==> config.mk <==
export PLATFORM = sky130hd
export DESIGN_NAME = prog_loader
export DESIGN_NICKNAME = d
export VERILOG_FILES = /design/src/rtl/prog_loader_pkg.sv /design/src/rtl/prog_loader.sv
export SDC_FILE = /design/constraint.sdc
export NUM_CORES = 1
export LEC_CHECK = 0
export ABC_AREA = 1
export BUFFER_PORTS_ARGS = -buffer_cell sky130_fd_sc_hd__buf_2
export CORE_AREA = 5 5 80 82
export CTS_CLUSTER_DIAMETER = 40
export DETAILED_ROUTE_END_ITERATION = 10
export DIE_AREA = 0 0 85 87
export PLACE_DENSITY = 0.79
export SYNTH_ARGS = -nofsm -noshare
export SYNTH_HDL_FRONTEND = slang
export SYNTH_SLANG_ARGS = --single-unit
==> constraint.sdc <==
create_clock -name clk -period 2.21 [get_ports clk]
set_clock_uncertainty 0.1 [all_clocks]
set_input_delay 0.663 -clock clk [delete_from_list [all_inputs] [get_ports clk]]
set_output_delay 0.663 -clock clk [all_outputs]
set_load 0.005 [all_outputs]
==> src/rtl/prog_loader_pkg.sv <==
// Shared types and defaults for the program loader.
package prog_loader_pkg;

   // Machine-code word width used when the top level is not overridden.
   localparam int W_DEFAULT = 9;

   // Loader sequencing states.
   typedef enum logic [2:0] {
      IDLE  = 3'd0,
      LOAD  = 3'd1,
      CHECK = 3'd2,
      BOOT  = 3'd3,
      RUN   = 3'd4,
      ERR   = 3'd5
   } state_t;

endpackage : prog_loader_pkg

==> src/rtl/prog_loader.sv <==
// Program loader: receives a machine-code stream, writes it into the
// external instruction memory, verifies a trailing checksum, then holds the
// core in reset for two boot cycles before releasing it to run.
// DEPTH must not exceed 2**D so that every loadable address fits in D bits.
module prog_loader
   import prog_loader_pkg::*;
#(
   parameter int D     = 12,
   parameter int DEPTH = 128,
   parameter int W     = W_DEFAULT
) (
   input  logic         clk,
   input  logic         start,
   input  logic         load_req,
   input  logic         in_valid,
   input  logic [W-1:0] in_data,
   input  logic         in_last,
   output logic         in_ready,
   output logic         mem_wr_en,
   output logic [D-1:0] mem_wr_addr,
   output logic [W-1:0] mem_wr_data,
   output logic         core_rst,
   input  logic         core_done,
   output logic         busy,
   output logic         err,
   output logic [D:0]   prog_len
);

   // count needs D+1 bits so that it can reach DEPTH when DEPTH == 2**D.
   localparam logic [D:0] DEPTH_L = (D+1)'(DEPTH);
   localparam logic [D:0] ONE_L   = (D+1)'(1);

   state_t         state;
   state_t         state_next;
   logic [D:0]     count;
   logic [W-1:0]   sum;
   logic           boot_cnt;

   logic           accept;
   logic           do_write;
   logic           do_clear;
   logic           do_len;

   assign accept = in_valid && in_ready;

   // State register with synchronous reset.
   always_ff @(posedge clk) begin
      // NOTE: sequential state uses non-blocking assignments so every
      // register updates from the values seen before the edge.
      if (start) begin
         state <= IDLE;
      end else begin
         state <= state_next;
      end
   end

   // Next-state decode plus status outputs and datapath strobes.
   always_comb begin
      // NOTE: every signal written here gets a default first, so no path
      // through the case leaves one unassigned and no latch is inferred.
      state_next = state;
      in_ready   = 1'b0;
      core_rst   = 1'b1;
      busy       = 1'b0;
      err        = 1'b0;
      do_write   = 1'b0;
      do_clear   = 1'b0;
      do_len     = 1'b0;

      case (state)
         IDLE: begin
            if (load_req) begin
               do_clear   = 1'b1;
               state_next = LOAD;
            end
         end

         LOAD: begin
            in_ready = 1'b1;
            busy     = 1'b1;
            if (accept) begin
               // A full memory rejects the beat regardless of in_last.
               if (count == DEPTH_L) begin
                  state_next = ERR;
               end else begin
                  do_write = 1'b1;
                  if (in_last) begin
                     state_next = CHECK;
                  end
               end
            end
         end

         CHECK: begin
            in_ready = 1'b1;
            busy     = 1'b1;
            // The beat here is the checksum; in_last carries no meaning.
            if (accept) begin
               if (in_data == sum) begin
                  do_len     = 1'b1;
                  state_next = BOOT;
               end else begin
                  state_next = ERR;
               end
            end
         end

         BOOT: begin
            busy = 1'b1;
            if (boot_cnt) begin
               state_next = RUN;
            end
         end

         RUN: begin
            core_rst = 1'b0;
            if (core_done) begin
               state_next = IDLE;
            end
         end

         ERR: begin
            err = 1'b1;
            if (load_req) begin
               do_clear   = 1'b1;
               state_next = LOAD;
            end
         end

         default: begin
            state_next = IDLE;
         end
      endcase
   end

   // Datapath: write port, beat counter, running checksum, boot timer and
   // latched program length.
   always_ff @(posedge clk) begin
      if (start) begin
         count       <= '0;
         sum         <= '0;
         boot_cnt    <= 1'b0;
         mem_wr_en   <= 1'b0;
         mem_wr_addr <= '0;
         mem_wr_data <= '0;
         prog_len    <= '0;
      end else begin
         mem_wr_en <= do_write;
         if (do_write) begin
            mem_wr_addr <= count[D-1:0];
            mem_wr_data <= in_data;
            count       <= count + ONE_L;
            sum         <= sum + in_data;
         end
         if (do_clear) begin
            count <= '0;
            sum   <= '0;
         end
         if (do_len) begin
            prog_len <= count;
         end
         // Boot timer: 0 in the first BOOT cycle, 1 in the second.
         boot_cnt <= (state == BOOT) && !boot_cnt;
      end
   end

endmodule : prog_loader

**Yosys cells after proc, flatten, opt, wreduce, memory -nomap -nowiden**

Index checks and enable logic that the tools add are counted.

- Flip-flop bits (word level): 61
- Input port bits: 15
- Output and inout port bits: 39
- Word-level logic and storage cells: 53

- Add/subtract/negate cells: 2
- Equal/unequal tests: 13
- Mux-type cells: 21
- Reduce and logical (&&, ||, !) cells: 9

Operators by type and width:

| operator | count |
|---|---|
| 3-bit 2-to-1 mux | 8 |
| 3-bit one-hot mux with 5 select lines | 1 |
| 13-bit by 1-bit adder with 13-bit output (second input constant) | 1 |
| 13-bit by 8-bit == test with 1-bit output (second input constant) | 1 |
| 1-bit 2-to-1 mux | 12 |
| 9-bit adder | 1 |
| 9-bit == test | 1 |
| 2-bit inequality test (second input constant) | 4 |
| 3-bit by 2-bit == test with 1-bit output (second input constant) | 2 |
| 3-bit == test (second input constant) | 2 |
| 6-bit AND reduction | 1 |
| 2-bit OR reduction | 3 |
| 3-bit by 1-bit == test with 1-bit output (second input constant) | 1 |
| 3-bit logical NOT | 1 |
| 3-bit inequality test (second input constant) | 1 |
| 3-bit OR reduction | 1 |
| 1-bit logical AND | 2 |
| 2-bit by 1-bit inequality test with 1-bit output (second input constant) | 1 |
| 1-bit logical NOT | 1 |

**Logic depth before layout (Yosys ltp)**

- Depth after elaboration: 6
- Depth in mapped cells: 11
- Depth with buffers taken out: 10

**Worst setup path before layout**

No wires, ideal clock.

- Path type: input to register
- Start point: input port in_data[4]
- End point: register prog_len[11]
- Library setup time: 0.119 ns
- Data arrival time: 1.850 ns
- Required time: 1.991 ns
- Setup slack: 0.141 ns
- Stages on the path: 8
- Path buffers: 1
- Cell sequence: ha_1 nor2_1 nand2_1 nor2_1 nand4_2 buf_2 o21ai_0 a21oi_1

- Cells in the longest elaborated chain, start to end: 4

RTL lines:

| element | line | RTL |
|---|---|---|
| from (decl) | prog_loader.sv:16 | `input logic [W-1:0] in_data,` |
| 9-bit == test | prog_loader.sv:99 | `if (in_data == sum) begin` |
| 1-bit 2-to-1 mux | prog_loader.sv:99 |  |
| 1-bit 2-to-1 mux | prog_loader.sv:98 | `if (accept) begin` |
| 1-bit 2-to-1 mux | prog_loader.sv:70 | `case (state)` |
| to (signal assigned) | prog_loader.sv:160 | `prog_len <= count;` |
| to (decl) | prog_loader.sv:26 | `output logic [D:0] prog_len` |

No other way between the ends.
A chain may end at the register's enable or synchronous reset.

**Worst setup path after layout**

- Start point: register state[0]
- End point: output port in_ready

- Cells in the longest elaborated chain, start to end: 3
- Elaborated cells on any way between the ends: 4
- Classes of those cells: eq/ne (2); mux (1); reduce/logical (1)

RTL lines:

| element | line | RTL |
|---|---|---|
| from (decl) | prog_loader.sv:33 | `state_t state;` |
| from (signal assigned) | prog_loader.sv:53 | `state <= state_next;` |
| 3-bit by 2-bit == test with 1-bit output or 3-bit by 1-bit == test with 1-bit output (tied branches) | prog_loader.sv:70 |  |
| 2-bit OR reduction (no line) (*) | - |  |
| 1-bit 2-to-1 mux (*) | prog_loader.sv:70 |  |
| to (decl) | prog_loader.sv:18 | `output logic in_ready,` |

Every way passes the cells marked *; elsewhere a longest branch is shown, timed or not.

==> summary.txt <==
Synthesis
  • Synth Area in Compound Gates: 13.9%
  • Top cell type's share of synthesized area: 40.1%
  • Post-Synth XOR/XNOR Area: 3.16%
  • Top-count cell post-synth: nand2_1
  • Simple-Gate Fraction of Synth Area: 28.1%
  • Commonest cells post-synth: nand2_1 (136), dfxtp_1 (61), a21oi_1 (57)
  • Post-synthesis mux area share: 0%
  • Ys flop type: dfxtp_1
  • Syn Inst Count: 446
  • Synth Area in Adders: 4.77%
  • Synthesized area per cell: 6.83 sq um
  • Async S/R FF share, synth: 0%
  • Sequential share of the synthesized area: 40.1%
  • Main combinational cell family by area after synthesis: simple AND/OR/NAND/NOR gates
  • Syn_nets: 472
  • Number of enable flip-flop cells after synthesis: 0
  • Post-Syn Area: 3040 sq um
  • Synth top area cells: dfxtp_1 (40%), nand2_1 (17%), a21oi_1 (9.4%), nor2_1 (5.8%), inv_1 (5.4%)
  • Yosys top cell by area: dfxtp_1
  • Synth cell types: 23
  • Yosys warns: 0
  • Register bit count reported by yosys: 61

Floorplan
  • # IOs: 54
  • FP Rows: 28
  • Die X-Extent: 85 um
  • Core Area: 5680 sq um
  • DIE AREA: 7400 sq um
  • Initial Util: 53.6%
  • Die H: 87 um

Critical path
  • Reg2reg start: count[1]
  • Crit path to: in_ready
  • Critical Path RT: 1450 ps
  • WP data arrival: 1230 ps
  • Critical path startpoint category: flop
  • CP endpoint kind: primary output
  • CP Class: reg2out
  • Reg2reg end: sum[6]
  • R2r setup slk: 400 ps
  • Crit path from: state[0]
  • Worst R2R Path Depth: 11
  • Worst-path fanout max: 6

CTS
  • H-Tree Depth: 3
  • Post-CTS Setup Bufs: 0
  • Post_cts resized: 0
  • CTS tree: built
  • Max Root-Sink Buffers: 2
  • Inserted Clock Buffers: 9
  • Clk Tree Root Cell: clkbuf_8
  • CTS sink count: 61
  • Hold_buf cts: 0
  • Clk slew on worst S/H paths: 60 ps
  • Worst skew pair latency: 340 ps

GRT
  • Largest net degree at the start of global routing: 29
  • GRT Util Overall: 18.7%
  • First-pass GRT wire length: 11.1 mm
  • GR Overflow Total: 0
  • Initial antenna violation count: 0
  • Vias in the first global route: 2712

Drt
  • First-pass DRT Iterations: 4
  • Total wire length: 6.68 mm
  • Vias per Instance: 4.90
  • Vias: 2871
  • Iter 0 DRT Violations: 128
  • WL per Instance: 11.4 um
  • Drt drc: 0
  • Remaining antenna violation count: 0

Power
  • Pleak: 1.66 nW
  • Pwr dens: 845 nW/um^2
  • Max rail drop VDD: 0.499 mV

Cells and area
  • Nets: 532
  • Post-Layout Cell Count: 586
  • Layout cells sized above 1: 18.4%
  • Antenna diode count: 0
  • Final instance area: 3640 sq um
  • Area Overhead vs Synth: 19.7%

Placement
  • Routability cong.: 0.905
  • Post-placement cell count: 570
  • IO buf count: 53
  • Placed cell areas: 3420 sq um
  • HPWL Detailed: 4.86 mm

Timing
  • F_max: 502 MHz
  • Worst-margin pin slew: 386 ps
  • Post-route setup TNS: 0 ps
  • Slew HR: 74.2%
  • Crit path time final: 1990 ps
  • RSZ-0062 raised after global routing: no
  • Fin. max-slew vios: 0
  • Endpoints failing setup: 0
  • Final hold violations: 0
  • Final Cycle Share: 90.1%

Outcome
  • Status: finished, final reports clean

Hold path
  • Worst hold path type: reg2reg

Flow run
  • Max Cap Viol: 0
==> final cells by class <==
type / instances / area [sq um]
Timing Repair Buffer: 68 / 403
Multi-Input combinational cell: 317 / 1520
Fill cell: 525 / 2030
Tap cell: 75 / 93.8
Sequential cell: 61 / 1220
Clock inverter: 4 / 70.1
Inverter: 49 / 184
Clock buffer: 12 / 155
==> flip-flops by register name, summed over array words and instances, names as in the netlist <==
signal       count
sum              9
mem_wr_en        1
mem_wr_data      9
prog_len        13
boot_cnt         1
count           13
mem_wr_addr     12
state            3
==> layout by cell type, fill, tap and decap left out, drive strengths merged <==
cell type,synthesis,routed
nand4,3,3
nor3,1,1
xnor2,1,1
nand3,23,23
nor2,47,47
dfxtp,61,61
xor2,10,10
or2,2,2
buf,15,68
nand2,136,136
fa,1,1
a21oi,57,57
bufinv,0,2
clkinv,0,2
clkbuf,4,12
ha,10,10
o21bai,1,1
o21ai,25,25
inv,49,49
==> critical path, cell delays in order (launching register included) <==
cell	delay (ps)
dfxtp_1	410
inv_1	100
nand3_1	150
nand2_1	100
buf_2	130
==> power by group <==
| group | switching, W | leakage [nW] | internal [W] | total, W |
|---|---|---|---|---|
| Clock | 0.000418 | 0.116 | 0.000693 | 0.00111 |
| Combinational | 0.000484 | 1.05 | 0.000274 | 0.000759 |
| Sequential | 0.0000448 | 0.493 | 0.00116 | 0.00121 |
| Total | 0.000948 | 1.66 | 0.00213 | 0.00308 |
==> how the worst min path moves through the flow <==
stage | from | slack (ps) | end | cells past startpoint
after global placement | prog_len[5] | 330 | prog_len[5] | 2
after detailed placement | prog_len[3] | 330 | prog_len[3] | 2
final | prog_len[3] | 340 | prog_len[3] | 2
after floorplan | prog_len[0] | 340 | prog_len[0] | 2
after global routing | prog_len[3] | 360 | prog_len[3] | 2
after CTS | prog_len[3] | 340 | prog_len[3] | 2
==> stage by stage <==
stage / setup WS (ps) / hold WS (ps) / util, % / power (W)
floorplan: 141 / 340 / - / 0.00179
global placement: 14.9 / 332 / 60.3 / 0.00197
detailed placement: -45.7 / 335 / 60.3 / 0.00198
CTS: 200 / 344 / 64.2 / 0.00310
global route: 60.0 / 357 / 64.2 / 0.00325
finish: 218 / 342 / 64.2 / 0.00308
==> layer usage <==
layer  global-route usage, %  vias up  share of wire, %
met3                    5.39       14               5.1
met1                    20.6     1270                44
li1                        -     1528                 -
met4                    8.06        0               1.8
met2                    33.3       59                50
met5                       0        -                 0
==> logic make-up after synthesis <==
| logic type | after synthesis |
|---|---|
| AO/OA/AOI/OAI | 83 |
| XOR/XNOR | 11 |
| adder cells (fa/ha/maj) | 11 |
| buffers and inverters | 68 |
| flip-flops | 61 |
| AND/OR/NAND/NOR | 212 |
(Power assumes the default switching activity.)
